===== config.mk =====
export PLATFORM = sky130hd
export DESIGN_NAME = fxp_sqrt_iter_flat
export DESIGN_NICKNAME = d
export VERILOG_FILES = /design/src/rtl/fxp_pkg.sv /design/src/rtl/fxp_sqrt_iter_if.sv /design/src/rtl/fxp_sqrt_step.sv /design/src/rtl/fxp_sqrt_iter.sv /design/src/flat_wrapper.sv
export SDC_FILE = /design/constraint.sdc
export NUM_CORES = 1
export LEC_CHECK = 0
export CORE_AREA = 2 2 102 114
export DETAILED_ROUTE_END_ITERATION = 8
export DIE_AREA = 0 0 104 116
export PLACE_DENSITY_LB_ADDON = 0.2
export SLEW_MARGIN = 20
export SYNTH_ARGS = -nofsm -noshare
export SYNTH_HDL_FRONTEND = slang
export SYNTH_SLANG_ARGS = --single-unit

===== constraint.sdc =====
create_clock -name clock -period 2.9 [get_ports clock]
set_input_delay 0.87 -clock clock [delete_from_list [all_inputs] [get_ports clock]]
set_output_delay 0.87 -clock clock [all_outputs]
set_load 0.02 [all_outputs]

===== src/rtl/fxp_pkg.sv =====
// fxp_pkg: shared Q16.16 fixed-point definitions for the rasterizer
// arithmetic units and the sqrt state encoding.
//   fxp_t          : 32-bit signed Q16.16 word
//   sqrt_state_e   : fxp_sqrt_iter controller states
//   SQRT_* widths  : root (24), remainder (26) and radicand (48) widths
package fxp_pkg;

  typedef logic [31:0] fxp_t;

  localparam int unsigned FXP_FRAC_BITS  = 16;
  localparam int unsigned FXP_INT_BITS   = 16;

  localparam int unsigned SQRT_ROOT_BITS = 24;
  // Remainder is bounded by 2*q, so two bits over the root width is enough.
  localparam int unsigned SQRT_REM_BITS  = SQRT_ROOT_BITS + 2;
  localparam int unsigned SQRT_RAD_BITS  = 2 * SQRT_ROOT_BITS;

  typedef enum logic [1:0] {
    IDLE,
    CALC,
    DONE
  } sqrt_state_e;

endpackage


===== src/rtl/fxp_sqrt_iter_if.sv =====
// fxp_sqrt_iter_if: operand/result handshake bundle for fxp_sqrt_iter.
//   in_valid/in_ready/dataa      : operand channel (source -> sqrt)
//   out_valid/out_ready/result/neg_err : result channel (sqrt -> consumer)
//   modport slave  : the sqrt unit
//   modport master : the surrounding datapath
interface fxp_sqrt_iter_if;
  import fxp_pkg::*;

  logic in_valid;
  logic in_ready;
  fxp_t dataa;
  logic out_valid;
  logic out_ready;
  fxp_t result;
  logic neg_err;

  modport slave (
    input  in_valid, dataa, out_ready,
    output in_ready, out_valid, result, neg_err
  );

  modport master (
    output in_valid, dataa, out_ready,
    input  in_ready, out_valid, result, neg_err
  );

endinterface


===== src/rtl/fxp_sqrt_step.sv =====
// fxp_sqrt_step: one combinational restoring square-root digit step.
//   rem_i  : running remainder
//   q_i    : partial root
//   bits_i : next two radicand bits, MSB first
//   rem_o  : updated remainder
//   q_o    : partial root with the new bit appended
module fxp_sqrt_step
  import fxp_pkg::*;
(
  input  logic [SQRT_REM_BITS-1:0]  rem_i,
  input  logic [SQRT_ROOT_BITS-1:0] q_i,
  input  logic [1:0]                bits_i,
  output logic [SQRT_REM_BITS-1:0]  rem_o,
  output logic [SQRT_ROOT_BITS-1:0] q_o
);

  logic [SQRT_REM_BITS+1:0] acc;
  logic [SQRT_REM_BITS+1:0] sub;
  logic                     ge;

  always_comb begin
    acc = {rem_i, bits_i};
    sub = {{(SQRT_REM_BITS - SQRT_ROOT_BITS){1'b0}}, q_i, 2'b01};
    ge  = (acc >= sub);
    // Both branches fit the remainder width: acc < sub when restoring,
    // and acc - sub <= 2*q otherwise.
    rem_o = ge ? SQRT_REM_BITS'(acc - sub) : SQRT_REM_BITS'(acc);
    q_o   = {q_i[SQRT_ROOT_BITS-2:0], ge};
  end

endmodule


===== src/rtl/fxp_sqrt_iter.sv =====
// fxp_sqrt_iter: multi-cycle, non-pipelined unsigned square root of a
// Q16.16 operand. Radicand {dataa, 16'b0} yields a 24-bit root in Q16.16.
//   clock  : rising-edge clock
//   reset  : synchronous, active-high
//   bus    : fxp_sqrt_iter_if.slave (operand and result handshakes)
// Parameter BITS_PER_CYCLE (1,2,3,4,6,8) sets root bits resolved per cycle.
// Define FXP_SQRT_ROUND_EN for round-to-nearest; default is truncation.
module fxp_sqrt_iter
  import fxp_pkg::*;
#(
  parameter int unsigned BITS_PER_CYCLE = 1
) (
  input  logic           clock,
  input  logic           reset,
  fxp_sqrt_iter_if.slave bus
);

  localparam int unsigned ITER  = SQRT_ROOT_BITS / BITS_PER_CYCLE;
  localparam int unsigned CNT_W = $clog2(ITER);
  localparam logic [CNT_W-1:0] LAST = CNT_W'(ITER - 1);

  sqrt_state_e               state_q, state_d;
  logic [SQRT_RAD_BITS-1:0]  rad_q,   rad_d;
  logic [SQRT_REM_BITS-1:0]  rem_q,   rem_d;
  logic [SQRT_ROOT_BITS-1:0] root_q,  root_d;
  logic [CNT_W-1:0]          cnt_q,   cnt_d;
  fxp_t                      res_q,   res_d;
  logic                      neg_q,   neg_d;

  logic [SQRT_REM_BITS-1:0]  rem_step;
  logic [SQRT_ROOT_BITS-1:0] q_step;
  logic [SQRT_ROOT_BITS-1:0] root_fin;

  for (genvar i = 0; i < BITS_PER_CYCLE; i++) begin : g_step
    logic [SQRT_REM_BITS-1:0]  rem_in;
    logic [SQRT_ROOT_BITS-1:0] q_in;
    logic [SQRT_REM_BITS-1:0]  rem_out;
    logic [SQRT_ROOT_BITS-1:0] q_out;

    if (i == 0) begin : g_first
      assign rem_in = rem_q;
      assign q_in   = root_q;
    end else begin : g_next
      assign rem_in = g_step[i-1].rem_out;
      assign q_in   = g_step[i-1].q_out;
    end

    fxp_sqrt_step u_step (
      .rem_i  (rem_in),
      .q_i    (q_in),
      .bits_i (rad_q[SQRT_RAD_BITS-1-2*i -: 2]),
      .rem_o  (rem_out),
      .q_o    (q_out)
    );
  end

  assign rem_step = g_step[BITS_PER_CYCLE-1].rem_out;
  assign q_step   = g_step[BITS_PER_CYCLE-1].q_out;

  always_comb begin
    root_fin = q_step;
`ifdef FXP_SQRT_ROUND_EN
    // R - q^2 equals the final remainder, so rem > q means the true root
    // is nearer q+1; q is at most 0xB504F3, so the increment cannot wrap.
    if (rem_step > SQRT_REM_BITS'(q_step)) begin
      root_fin = q_step + 1'b1;
    end
`endif
  end

  always_comb begin
    state_d = state_q;
    rad_d   = rad_q;
    rem_d   = rem_q;
    root_d  = root_q;
    cnt_d   = cnt_q;
    res_d   = res_q;
    neg_d   = neg_q;

    unique case (state_q)
      IDLE: begin
        if (bus.in_valid) begin
          rad_d  = {bus.dataa, {FXP_FRAC_BITS{1'b0}}};
          rem_d  = '0;
          root_d = '0;
          cnt_d  = '0;
          neg_d  = bus.dataa[31];
          if (bus.dataa[31]) begin
            res_d   = '0;
            state_d = DONE;
          end else begin
            state_d = CALC;
          end
        end
      end
      CALC: begin
        rad_d  = rad_q << (2 * BITS_PER_CYCLE);
        rem_d  = rem_step;
        root_d = q_step;
        cnt_d  = cnt_q + 1'b1;
        if (cnt_q == LAST) begin
          res_d   = {{($bits(fxp_t) - SQRT_ROOT_BITS){1'b0}}, root_fin};
          state_d = DONE;
        end
      end
      DONE: begin
        if (bus.out_ready) begin
          state_d = IDLE;
        end
      end
      default: state_d = IDLE;
    endcase
  end

  always_ff @(posedge clock) begin
    if (reset) begin
      state_q <= IDLE;
      rad_q   <= '0;
      rem_q   <= '0;
      root_q  <= '0;
      cnt_q   <= '0;
      res_q   <= '0;
      neg_q   <= 1'b0;
    end else begin
      state_q <= state_d;
      rad_q   <= rad_d;
      rem_q   <= rem_d;
      root_q  <= root_d;
      cnt_q   <= cnt_d;
      res_q   <= res_d;
      neg_q   <= neg_d;
    end
  end

  assign bus.in_ready  = (state_q == IDLE);
  assign bus.out_valid = (state_q == DONE);
  assign bus.result    = res_q;
  assign bus.neg_err   = neg_q;

endmodule


===== src/flat_wrapper.sv =====
// flat-port wrapper written by rule: the top's interface ports become plain ports
module fxp_sqrt_iter_flat import fxp_pkg::*;
#(
  parameter int unsigned BITS_PER_CYCLE = 1
)
  (clock, reset, bus_in_valid, bus_dataa, bus_out_ready, bus_in_ready, bus_out_valid, bus_result, bus_neg_err);
  fxp_sqrt_iter_if bus_i ();
  input  logic clock;
  input  logic reset;
  input wire logic [$bits(bus_i.in_valid)-1:0] bus_in_valid;
  input wire logic [$bits(bus_i.dataa)-1:0] bus_dataa;
  input wire logic [$bits(bus_i.out_ready)-1:0] bus_out_ready;
  output wire logic [$bits(bus_i.in_ready)-1:0] bus_in_ready;
  output wire logic [$bits(bus_i.out_valid)-1:0] bus_out_valid;
  output wire logic [$bits(bus_i.result)-1:0] bus_result;
  output wire logic [$bits(bus_i.neg_err)-1:0] bus_neg_err;
  assign bus_i.in_valid = bus_in_valid;
  assign bus_i.dataa = bus_dataa;
  assign bus_i.out_ready = bus_out_ready;
  assign bus_in_ready = bus_i.in_ready;
  assign bus_out_valid = bus_i.out_valid;
  assign bus_result = bus_i.result;
  assign bus_neg_err = bus_i.neg_err;
  fxp_sqrt_iter #(.BITS_PER_CYCLE(BITS_PER_CYCLE)) u_core (.clock(clock), .reset(reset), .bus(bus_i));
endmodule

Word level (Yosys, flattened, before mapping)
Cells that the tools add are included.
- input bits: 36
- register bits after elaboration: 138
- output and inout bits: 35
- logic and storage cells: 41
- reductions and logical operators: 6
- multiplexer cells: 18
- order comparisons: 1
- add/sub/neg operators: 2
- equal/unequal tests: 7
- operators by type and width (kind ; count):
    2-to-1 mux 32 bit ; 3
    case mux 48 bit (2 select lines) ; 1
    case mux 32 bit (2 select lines) ; 1
    2-to-1 mux 26 bit ; 2
    case mux 26 bit (2 select lines) ; 1
    2-to-1 mux 48 bit ; 1
    case mux 24 bit (2 select lines) ; 1
    greater-or-equal comparator 28 x 26 -> 1 bit ; 1
    subtractor 26 bit ; 1
    2-to-1 mux 24 bit ; 1
    case mux 5 bit (2 select lines) ; 1
    2-to-1 mux 2 bit ; 4
    inequality test 2 bit, second input constant ; 3
    case mux 2 bit (3 select lines) ; 1
    adder 5 x 1 -> 5 bit, second input constant ; 1
    equality test 5 bit, second input constant ; 1
    2-to-1 mux 5 bit ; 1
    AND reduction 2 bit ; 2
    AND reduction 4 bit ; 1
    AND reduction 3 bit ; 1
    equality test 2 x 1 -> 1 bit, second input constant ; 1
    equality test 2 bit, second input constant ; 1
    logical NOT 2 bit ; 1
    inequality test 2 x 1 -> 1 bit, second input constant ; 1
    nonzero test 2 bit ; 1

Logic depth before layout (Yosys ltp)
- depth after elaboration: 3
- gate-level depth with buffers: 13
- mapped depth without buffers: 10

Cells and area by module
From an unflattened synthesis, not the netlist that was laid out.
- cells, all modules: 823
- area total of the unflattened synthesis: 6706.4 um^2
- by module, submodules not included (module ; cells an instance ; area each (um^2) ; times used ; sequential area each (um^2)):
    fxp_sqrt_iter ; 532 ; 4570.6 ; 1 ; 2282.2
    fxp_sqrt_step ; 291 ; 2135.8 ; 1 ; 0.0

Worst setup path before layout
No wires, ideal clock.
- path kind: register -> register
- from: register u_core.root_q[13], in the netlist u_core.g_step[0].q_in[13]
- to: register u_core.rem_q[18], in the netlist u_core.g_step[0].rem_in[18]
- setup time: 0.122 ns
- arrival time: 2.226 ns
- period minus slack after synthesis: 2.347 ns
- cell stages (with the launch flop): 11
- slack: 0.553 ns
- data required time: 2.778 ns
- buffers on the path: 1
- cell sequence: dfxtp_1 > inv_1 > ha_1 > nand3_2 > or3_1 > nor2_1 > a21oi_1 > o31a_1 > buf_6 > and2_4 > a221o_1
- word-level cells in the longest chain between the ends: 3
- elaborated cells between the ends (all ways): 4
- classes of those cells: add/sub: 1; order compare: 1; mux: 2
- ends and longest elaborated chain (item ; RTL line ; source):
    start, declared ; fxp_sqrt_iter.sv:25 ; logic [SQRT_ROOT_BITS-1:0] root_q, root_d;
    start signal, assigned ; fxp_sqrt_iter.sv:128 ; root_q <= root_d;
    subtractor 26 bit / greater-or-equal comparator 28 x 26 -> 1 bit (equally long branches) ; fxp_sqrt_step.sv:27, fxp_sqrt_step.sv:24 ;
    2-to-1 mux 26 bit * ; fxp_sqrt_step.sv:27 ; rem_o = ge ? SQRT_REM_BITS'(acc - sub) : SQRT_REM_BITS'(acc);
    case mux 26 bit (2 select lines) * ; fxp_sqrt_iter.sv:80 ; unique case (state_q)
    end signal, assigned ; fxp_sqrt_iter.sv:127 ; rem_q <= rem_d;
    end, declared ; fxp_sqrt_iter.sv:24 ; logic [SQRT_REM_BITS-1:0] rem_q, rem_d;
Mark *: on every way between the ends. The rest lies on a longest branch, timed or not.
A chain may end at the register's enable or synchronous reset.

Worst setup path in the final report
- from: register u_core.root_q[11], in the netlist u_core.g_step[0].q_in[11]
- to: register u_core.rem_q[18], in the netlist u_core.g_step[0].rem_in[18]
The elaborated chain is that of the path after synthesis.

==> summary.md <==
| Metric | Value |
|---|---|
| Pin count of the biggest net entering global routing | 57 |
| FF+latch count, synth | 114 |
| VDD IR-drop max | 1.51 mV |
| Logic pwr share | 62.5% |
| Post CTS Setup Buffer Count | 0 |
| Row count | 40 |
| Critical path's top delay family | simple AND/OR/NAND/NOR gates |
| Sw Share | 42.4% |
| Placed insts | 916 |
| Worst path bufs/invs | 2 |
| Area share of the largest cell type after synthesis | roughly two fifths |
| Leakage | about 2.8 nW |
| Crit path arrival time | 2.98 ns |
| Area Overhead vs Synth | 22.0% |
| Gpl congestion | 0.920 |
| Critical Path End Type | flip-flop |
| Fmax | approximately 0.37 GHz |
| GRT Max-Usage Layer | met2 |
| Synth cell types | between 50 and 60 |
| # IOs | 71 |
| Yosys synthesis warning count | 0 |
| DRT iter0 DRCs | 288 |
| Status | completed |
| RR Endpoint | u_core.g_step[0].rem_in[18] |
| Cell taking the most area after synthesis | dfxtp_1 |
| Nets | between 800 and 900 |
| Htree depth | 4 |
| Buffers on Ports | 62 |
| Vias in the first global route | 5234 |
| Met1 Resource Use GR | 28.6% |
| R2R depth | 10 |
| Routed length per instance | 15.2 um |
| Clk root buf | clkbuf_16 |
| Most numerous cell in the Yosys netlist | nand2_1 |
| Diodes inserted | 0 |
| WP data required | 3.19 ns |
| Worst-margin pin slew | 0.578 ns |
| Core Area | ~11000 um^2 |
| P_int | 6.19 mW |
| Hold Crit Start | u_core.bus.result[5] |
| GRT overflow | 0 |
| Clock Latency Late Sink | 0.41 ns |
| CTS resizes | 0 |
| Startpoint type of the worst setup path | flip-flop |
| Met2 usage | 42.1% |
| CTS Hold Bufs | 0 |
| Clk network pwr share | 19.5% |
| Ys flop type | dfxtp_1 |
| Die Y-Extent | 116 um |
| Vias per cell | 5.75 |
| Finished Layout Cells | 947 |
| Worst Hold Class | flip-flop to flip-flop |
| WHS Path Cells | 2 |
| Layout cells sized above 1 | 7.50% |
| Slowest CP cell | dfxtp_1 |
| # DRC | 0 |
| Worst hold path endpoint | u_core.bus.result[5] |
| Routed Antenna Nets | 0 |
| Clock sink count | 114 |
| Max-slew violations | 0 |
| Clk slew on worst S/H paths | 0.06 ns |
| Setup TNS | 0 ns |
| RSZ-0062 raised after global routing | no |
| Endpoints failing setup | 0 |
| Layout Skew | 0.00725 ns |
| Effective utilization at floorplan | roughly 54% |
| Syn avg cell area | around 8 um^2 |
| Post-synth ARST share | 0% |
| Kind of critical path | flip-flop to flip-flop |
| Crit-path max cell delay | 0.44 ns |
| Tcrit/Tclk final | 92.7% |
| Final hold violations | 0 |
| Fin crit period | 2.69 ns |
| Syn Inst Count | 738 |
| P_sw | 4.55 mW |
| DR pass1 iterations | 5 |
| Post-synthesis sequential area ratio | 38.9% |
| Top cells by count, synth | 123 x nand2_1, 114 x dfxtp_1, 89 x nor2_1, 46 x a21oi_1, 37 x inv_1 |
| CTS max path bufs | 2 |
| Total track usage | 24.3% |
| Crit-path max FO | 12 |
| Largest cells by area after synthesis | dfxtp_1 39%, nand2_1 7.9%, ha_1 5.8% |
| Sequential fraction of design power | 18.0% |
| Crit path cell chain | inv_1 > ha_1 > nand3_2 > or3_1 > nor2_1 > a21oi_1 > o31a_1 > buf_4 > and2_4 > a221o_1 |
| Initial antenna violation count | 0 |
| Global-route met3 utilization | 6.02% |
| Slew headroom | between 60 and 70% |
| Synthesized cell area | 5870 um^2 |
| Global-route wire length before repair | 24000 um |
| Die area | 12100 um^2 |
| Reg2reg start | u_core.g_step[0].q_in[11] |
| Via count | 5442 |
| CTS buffer count | 17 |
| Drt total wl | ~14000 um |
| Die X | 104 um |
| Hpwl dp | 9940 um |
| CTS tree | yes |
| Post-synth EDFFs | 0 |
| P per Cell Area | between 1500 and 2000 nW/um^2 |
| Reg2Reg Setup Slack | ~0.21 ns |
| Max-cap violations | 0 |
-- routing by layer --
layer  up-vias  wire, um
li1       2678         -
met1      2599      6400
met2       135      7060
met3        30       646
met4         0       308
met5         -         0
-- registers in the layout, summed over array words and instances (netlist names) --
| name | cells |
|---|---|
| u_core.g_step.q_in | 24 |
| u_core.g_step.rem_in | 26 |
| u_core.rad_q | 32 |
| u_core.state_q | 2 |
| u_core.bus.result | 24 |
| u_core.bus.neg_err | 1 |
| u_core.cnt_q | 5 |
-- power groups by stage --
stage	Sequential, mW	Combinational [mW]	Clock (mW)
finish	1.93	6.71	2.10
global route	1.96	7.35	2.20
CTS	1.93	6.65	2.11
detailed placement	1.96	6.55	0
global placement	1.95	6.39	0
floorplan	1.91	5.66	0
-- layout make-up --
class | instances | area, um^2
inverter | 37 | 139
tap | 147 | 184
multi-input combinational | 539 | 3220
timing repair buffer | 79 | 743
clock inverter | 14 | 164
fill | 936 | 3650
clock buffer | 17 | 425
sequential | 114 | 2280
-- placed cells by master (no fill, tap or decap), types with 4 or more instances in the layout --
master	n
nand2_1	123
dfxtp_1	114
nor2_1	88
clkdlybuf4s50_1	61
a21oi_1	45
inv_1	37
a311oi_1	32
nand3_1	30
a22oi_1	27
ha_1	27
o21ai_0	24
clkbuf_16	17
buf_4	17
xnor2_1	15
mux2i_1	15
nor3_1	9
o21ai_1	8
a21o_1	8
xor2_1	8
conb_1	8
nand2b_1	7
a211oi_1	7
clkinv_2	5
o21bai_1	4
o221ai_1	4
-- metrics by stage --
stage	worst slack (ns)	power [mW]	util [%]	instance area (um^2)	hold slack (ns)
after global placement	0.185	8.34	60.7	6560	0.446
after detailed placement	0.172	8.50	60.7	6560	0.446
after CTS	0.214	10.7	66.2	7150	0.453
final	0.211	10.7	66.2	7160	0.452
after floorplan	0.553	7.57	-	5890	0.430
after global routing	0.0164	11.5	66.2	7160	0.479
-- worst min-delay path: cells and delay by family (launching register included) --
family | cells | cell delay [ns]
and+or+nand+nor | 1 | 0.05
AOI/OAI and AO/OA | 1 | 0.05
DFF | 1 | 0.30
-- worst max-delay path by stage --
stage,slack (ns),from,end,cells past startpoint
finish,0.21,u_core.g_step[0].q_in[11],u_core.g_step[0].rem_in[18],10
global placement,0.19,bus_in_valid,u_core.bus.result[0],6
detailed placement,0.17,bus_in_valid,u_core.bus.result[0],6
global route,0.02,u_core.g_step[0].q_in[19],u_core.g_step[0].rem_in[7],10
CTS,0.21,u_core.g_step[0].q_in[11],u_core.g_step[0].rem_in[18],10
floorplan,0.55,u_core.g_step[0].q_in[13],u_core.g_step[0].rem_in[18],10
-- cell families (layout without fill, tap and decap cells) --
group	Yosys count	in the layout	share of synthesized area, %
multiplexers	15	15	2.56
AO/OA/AOI/OAI	187	187	22.1
flip-flops	114	114	38.9
other	1	8	0.0639
AND/OR/NAND/NOR	279	279	20.2
adder cells (fa/ha/maj)	27	27	5.76
buffers and inverters	92	147	6.98
XOR/XNOR	23	23	3.43
Power figures use the tool's default switching activity.
